===== config.mk =====
export PLATFORM = sky130hd
export DESIGN_NAME = image_loader
export DESIGN_NICKNAME = d
export VERILOG_FILES = /design/src/rtl/bnn_pkg.sv /design/src/rtl/image_loader.sv
export SDC_FILE = /design/constraint.sdc
export NUM_CORES = 2
export LEC_CHECK = 0
export CAP_MARGIN = 5
export CORE_AREA = 2 2 310 312
export CTS_CLUSTER_DIAMETER = 100
export CTS_CLUSTER_SIZE = 40
export DETAILED_ROUTE_END_ITERATION = 7
export DIE_AREA = 0 0 312 314
export HOLD_SLACK_MARGIN = 0.15
export PLACE_DENSITY = 0.67
export SLEW_MARGIN = 20
export SYNTH_ARGS = -nofsm -noshare
export SYNTH_HDL_FRONTEND = slang
export SYNTH_SLANG_ARGS = --single-unit

===== constraint.sdc =====
create_clock -name clk -period 11.8 [get_ports clk]
set_input_delay 1.18 -clock clk [delete_from_list [all_inputs] [get_ports clk]]
set_output_delay 1.18 -clock clk [all_outputs]
set_load 0.05 [all_outputs]

===== src/rtl/bnn_pkg.sv =====
// Shared constants and loader state type for the BNN image path.
package bnn_pkg;

  localparam int unsigned NUM_PIX_DEF   = 784;
  localparam int unsigned BEAT_W_DEF    = 8;
  localparam int unsigned BEATS_PER_IMG = NUM_PIX_DEF / BEAT_W_DEF;

  typedef enum logic [1:0] {
    StIdle = 2'd0,
    StLoad = 2'd1,
    StFull = 2'd2
  } loader_state_e;

endpackage


===== src/rtl/image_loader.sv =====
// Assembles a binarized image from fixed-width pixel beats and holds it until acknowledged.
module image_loader
  import bnn_pkg::*;
#(
  parameter int unsigned BEAT_W  = BEAT_W_DEF,
  parameter int unsigned NUM_PIX = NUM_PIX_DEF,
  localparam int unsigned Beats  = NUM_PIX / BEAT_W,
  localparam int unsigned CntW   = (Beats > 1) ? $clog2(Beats) : 1
) (
  input  logic               clk,
  input  logic               rst_n,
  input  logic               sof,
  input  logic [BEAT_W-1:0]  in_data,
  input  logic               in_valid,
  output logic               in_ready,
  output logic [NUM_PIX-1:0] pixels,
  output logic               img_valid,
  input  logic               img_ack,
  output logic [CntW-1:0]    beat_cnt
);

  loader_state_e      state_q, state_d;
  logic [CntW-1:0]    cnt_q, cnt_d;
  logic [NUM_PIX-1:0] pix_q, pix_d;
  logic [CntW-1:0]    wr_idx;
  logic               accept;

  // Outputs depend on state alone; the full image is flagged while parked in StFull.
  always_comb begin
    in_ready  = (state_q != StFull);
    img_valid = (state_q == StFull);
    pixels    = pix_q;
    beat_cnt  = cnt_q;
  end

  // Next-state, beat counter and pixel write.
  always_comb begin
    state_d = state_q;
    cnt_d   = cnt_q;
    pix_d   = pix_q;
    accept  = in_valid && in_ready;
    // sof restarts the frame, so a beat arriving with it lands in slot 0.
    wr_idx  = sof ? '0 : cnt_q;
    unique case (state_q)
      StIdle, StLoad: begin
        if (accept) begin
          pix_d[int'(wr_idx) * BEAT_W +: BEAT_W] = in_data;
          if (wr_idx == CntW'(Beats - 1)) begin
            state_d = StFull;
            cnt_d   = '0;
          end else begin
            state_d = StLoad;
            cnt_d   = wr_idx + CntW'(1);
          end
        end else if (sof) begin
          state_d = StIdle;
          cnt_d   = '0;
        end
      end
      StFull: begin
        if (img_ack) begin
          state_d = StIdle;
        end
      end
      default: begin
        state_d = StIdle;
        cnt_d   = '0;
      end
    endcase
  end

  // State, counter and image registers with synchronous active-low reset.
  always_ff @(posedge clk) begin
    if (!rst_n) begin
      state_q <= StIdle;
      cnt_q   <= '0;
      pix_q   <= '0;
    end else begin
      state_q <= state_d;
      cnt_q   <= cnt_d;
      pix_q   <= pix_d;
    end
  end

endmodule


Yosys cells after proc, flatten, opt, wreduce, memory -nomap -nowiden --
Cells that the tools add are included. Widths: inputs -> output; s select.
Storage, ports and cells: register bits 793, input bits 13, output and inout port bits 793, word-level logic and storage cells 28
Cells by class: add/subtract/negate cells 2, eq/ne operators 6, shift-type cells 2, muxes and demuxes 10, reductions and logical operators 5
Operator list (number):
- $bwmux 784 | 1
- $shift 8x34->784 const A | 1
- $shiftx 8x34->784 | 1
- $neg 10->34 | 1
- $mux 7 | 3
- $pmux 7 s2 | 1
- $mux 2 | 4
- $add 7x1->7 const B | 1
- $eq 7x7->1 const B | 1
- $pmux 2 s2 | 1
- $reduce_and 2->1 | 2
- $ne 3x3->1 const B | 1
- $eq 2x1->1 const B | 1
- $eq 2x2->1 const B | 1
- $logic_not 2->1 | 1
- $ne 2x1->1 const B | 1
- $ne 2x2->1 const B | 1
- $reduce_or 2->1 | 1
- $logic_and 1x1->1 | 1

Longest topological paths before layout --
depth in word-level cells 5, depth in mapped cells 18, gate-level depth less buffers 11

Worst setup path before layout --
Ideal clock, no wire load.
path type input port to flip-flop, start point in sof, end point reg pix_q[440] (netlist: pixels[440]), library setup time 0.062 ns, data arrival time 4.829 ns, required time 11.738 ns, path slack 6.909 ns, stages on the path 17, buffers on the path 7, cell sequence buf_2 clkbuf_1 inv_1 buf_2 nand2_1 ha_1 buf_2 clkbuf_1 nand2_1 nor2_1 ha_1 nand4bb_1 buf_1 a21oi_1 clkbuf_1 a31oi_1 a22o_1
On the way: word-level cells in the longest chain between the ends 4, elaborated cells on any way between the ends 5, those cells by class add/sub (1); shift (2); mux (2)
Ends and longest elaborated chain:
- start, declared | RTL line image_loader.sv:12 | input logic sof,
- $mux 7 *
- $neg 10->34 * | RTL line image_loader.sv:47 | pix_d[int'(wr_idx) * BEAT_W +: BEAT_W] = in_data;
- $shiftx 8x34->784 or $shift 8x34->784 (tied branches) | RTL line image_loader.sv:47
- $bwmux 784 * | RTL line image_loader.sv:47
- end signal, assigned | RTL line image_loader.sv:81 | pix_q <= pix_d;
- end, declared | RTL line image_loader.sv:24 | logic [NUM_PIX-1:0] pix_q, pix_d;
Every way passes the cells marked *; elsewhere a longest branch is shown, timed or not. A chain may end at the register's enable or synchronous reset.

Worst setup path in the final report --
start point in sof, end point reg pix_q[264] (netlist: pixels[264])
The elaborated chain is that of the path after synthesis.

==> out/metrics.cfg <==
[synth]
ys.flop_type = dfxtp_1
synth_cells = 3156
synth_most_common_cell = nand2_1
synthMuxAreaShare = 0.241
synth.area.top_cells = dfxtp_1 (51%), mux2i_1 (24%), nand2_1 (11%)
synth_edf_count = 0
yosysWarnings = 0
synth_top_area_cell = dfxtp_1
yosys.area_share.xor_xnor = 0.00141
avgSynthCellArea_um2 = 9.82
synth-simple-area-share = 0.186
synth.distinct_cells = 69
synth_top_family_by_area = multiplexers
syn_area_um2 = 31000
synth.top_cell.area_share = 0.512
synth_nets = 3173
ys_seq_area_frac = 0.512
synth-compound-area-share = 0.0279
synth_fa_ha_area_frac = 0.00162
synthArstFlopShare = 0
ys_ff_latch = 793
ys_top_cells_by_count = nand2_1 (929), dfxtp_1 (793), mux2i_1 (745)

[die]
die_h_um = 314
fp-row-count = 113
core_um2 = 94400
io_pins = 806
die_area_um2 = 98000
fp.dieW_um = 312
start_util = 0.328

[status]
status = finished, final reports clean

[timing]
fin_crit_sh = 0.517
final_max_slew_viol_count = 0
slew_headroom = 0.230
fmax_mhz = 164
setup_viol = 0
hold_viol_final = 0
worstMarginPinSlew_ns = 1.15
fin_setup_tns_ns = 0
period_needed_ns = 6.10
finalClockSkew_ns = 0.0610
rsz0062_at_grt = false
hold_ws_ns = 0.463

[place]
dp_hpwl_um = 93600
gp_congestion = 0.897
io_buffer_count = 805

[job]
cap_violations = 0

[detailed_routing]
antenna_left = 0
wire_per_inst_um = 25.3
drcViolationCount = 0
vias_per_cell = 5.07
via_count = 25900
firstDrtPassIters = 5
finalWirelength_um = 129000
detail_route.iter0.violations = 1928

[critical_path]
r2r-start = beat_cnt[0]
cp_num_cells = 12
cp_max_fo = 36
crit_arrival_ns = 6.66
required_ns = 12.36
ff2ff_path_depth = 9
slowest_delay_ns = 0.87
worst_setup_path_start_kind = input port
critical_path.cell_chain = clkdlybuf4s50_1 -> buf_4 -> inv_1 -> nand2_1 -> ha_1 -> nand2_1 -> nor2_1 -> ha_1 -> nand4bb_1 -> a21oi_2 -> nand3_1 -> mux2i_1
crit_slowest_cell = nand3_1
crit_type = input port to flip-flop
end_kind = flip-flop
crit_buf_inv = 3
cp_top_family = simple AND/OR/NAND/NOR gates
crit_start = sof

[cells_and_area]
layout-area-overhead-vs-synth_pct = 34.0
nNetsFinal = 3853
drive_above_1_share = 0.0566
n_fill_cell = 9197

[clocking]
cts_setup_buffers = 0
clk_pin_slew_ns = 0.12
cts_max_level = 1
clock_path_buffers = 3
holdBufCountCts = 0
cts_resized = 0
cts_tree = done
clk_latency_ns = 0.69
root_buffer = clkbuf_16
cts_sinks = 793
cts_made_buffers = 30

[global_route]
grt_max_degree = 174
overflow = 0
grt_pass1_wl_um = 183000
grt_use_total = 0.251
antenna_found_initial = 5
grt_pass1_vias = 25300

[hold_path]
worstHoldStart = pixels[415]
hold_depth = 2
hold_path_class = flip-flop to flip-flop

[power_and_ir_drop]
power_leakage_nw = 15.2
p_per_area_nw_per_um2 = 106
ir_drop_mv = 0.119

[cells by family (layout without fill, tap and decap cells)]
| family | Yosys count | in the layout |
|---|---|---|
| compound gates | 114 | 114 |
| fa+ha+maj | 4 | 4 |
| flops | 793 | 793 |
| buf+inv | 226 | 924 |
| simple gates | 1269 | 1269 |
| other cells | 0 | 1 |
| mux | 745 | 745 |
| xor+xnor | 5 | 5 |
[final timing paths]
kind,end,slack (ns)
hold reg to reg,pixels[415],0.46
setup / recovery,pixels[264],5.70
setup reg to reg,pixels[264],6.49
hold / removal,pixels[415],0.46
[sequential cells by signal (all words and copies together), names as in the netlist]
signal	flops
beat_cnt	7
pixels	784
state_q	2
[worst min-delay path, delay by kind of cell, from the launching register on]
kind          cells  cell delay [ns]
mux               1             0.05
flops             1             0.33
simple gates      1             0.05
[per-stage QoR]
| stage | setup WS, ns | area, µm² | total power [mW] | util | cells |
|---|---|---|---|---|---|
| after global routing | 5.37 | 41500 | 4.54 | 0.440 | 5119 |
| final | 5.70 | 41500 | 4.41 | 0.440 | 5120 |
| after global placement | 5.21 | 40300 | 2.94 | 0.427 | 5067 |
| after CTS | 5.79 | 41500 | 4.45 | 0.439 | 5118 |
| after detailed placement | 5.04 | 40400 | 2.94 | 0.428 | 5068 |
| after floorplan | 6.91 | 31000 | 2.85 | - | 3156 |
[layout by cell type, fill, tap and decap left out, types with 4 or more instances in the layout]
cell             netlist  final
a2111oi_2              3      6
a21oi_1               13     12
a22o_1                23     23
a31oi_1                7      7
and2_2                 0      8
and3_1                 7      7
and4_1                 8      8
buf_2                 32      8
buf_4                  3     54
clkbuf_16              0     31
clkdlybuf4s50_1        0    796
clkinv_16              0      6
dfxtp_1              793    793
ha_1                   4      4
inv_1                 10     10
mux2i_1              745    745
nand2_1              929    927
nand2_2                2      4
nand2b_1               5      5
nand3_1              113    113
nand3_2                4      4
nand4_1               46     46
nor2_1                33     31
nor2_2                 3      4
nor2_4                 3      4
nor3_1                16      9
nor3_2                19     25
nor3_4                16     17
nor3b_1                7      4
nor4_2                 2      7
nor4_4                 4      7
o211ai_1               7      7
o21ai_0               25     25
or3_1                 11     11
xnor2_1                5      5
[metal layers]
metal  vias up  global-route usage  part of all wire
li1      12100                   -                 -
met3       172              0.0655             0.076
met4         6              0.0676             0.030
met5         -                   0           0.00031
met1     12800               0.306              0.41
met2       910               0.438              0.49
[cell type report]
cell class                      count  area, µm²  area share
Timing Repair Buffer              862       8480       0.204
Clock buffer                       31        776      0.0187
Antenna cell                        1       2.50   0.0000603
Tap cell                         1265       1580      0.0381
Inverter                           12       45.0     0.00108
Multi-Input combinational cell   2137      14400       0.347
Sequential cell                   793      15900       0.382
Clock inverter                     19        343     0.00826
[where the power goes]
part	total [mW]	switching (mW)	internal (mW)
Combinational	0.202	0.169	0.0322
Clock	1.53	0.976	0.553
Sequential	2.68	0.00337	2.68
No activity file was read; power rests on OpenSTA's default activity.
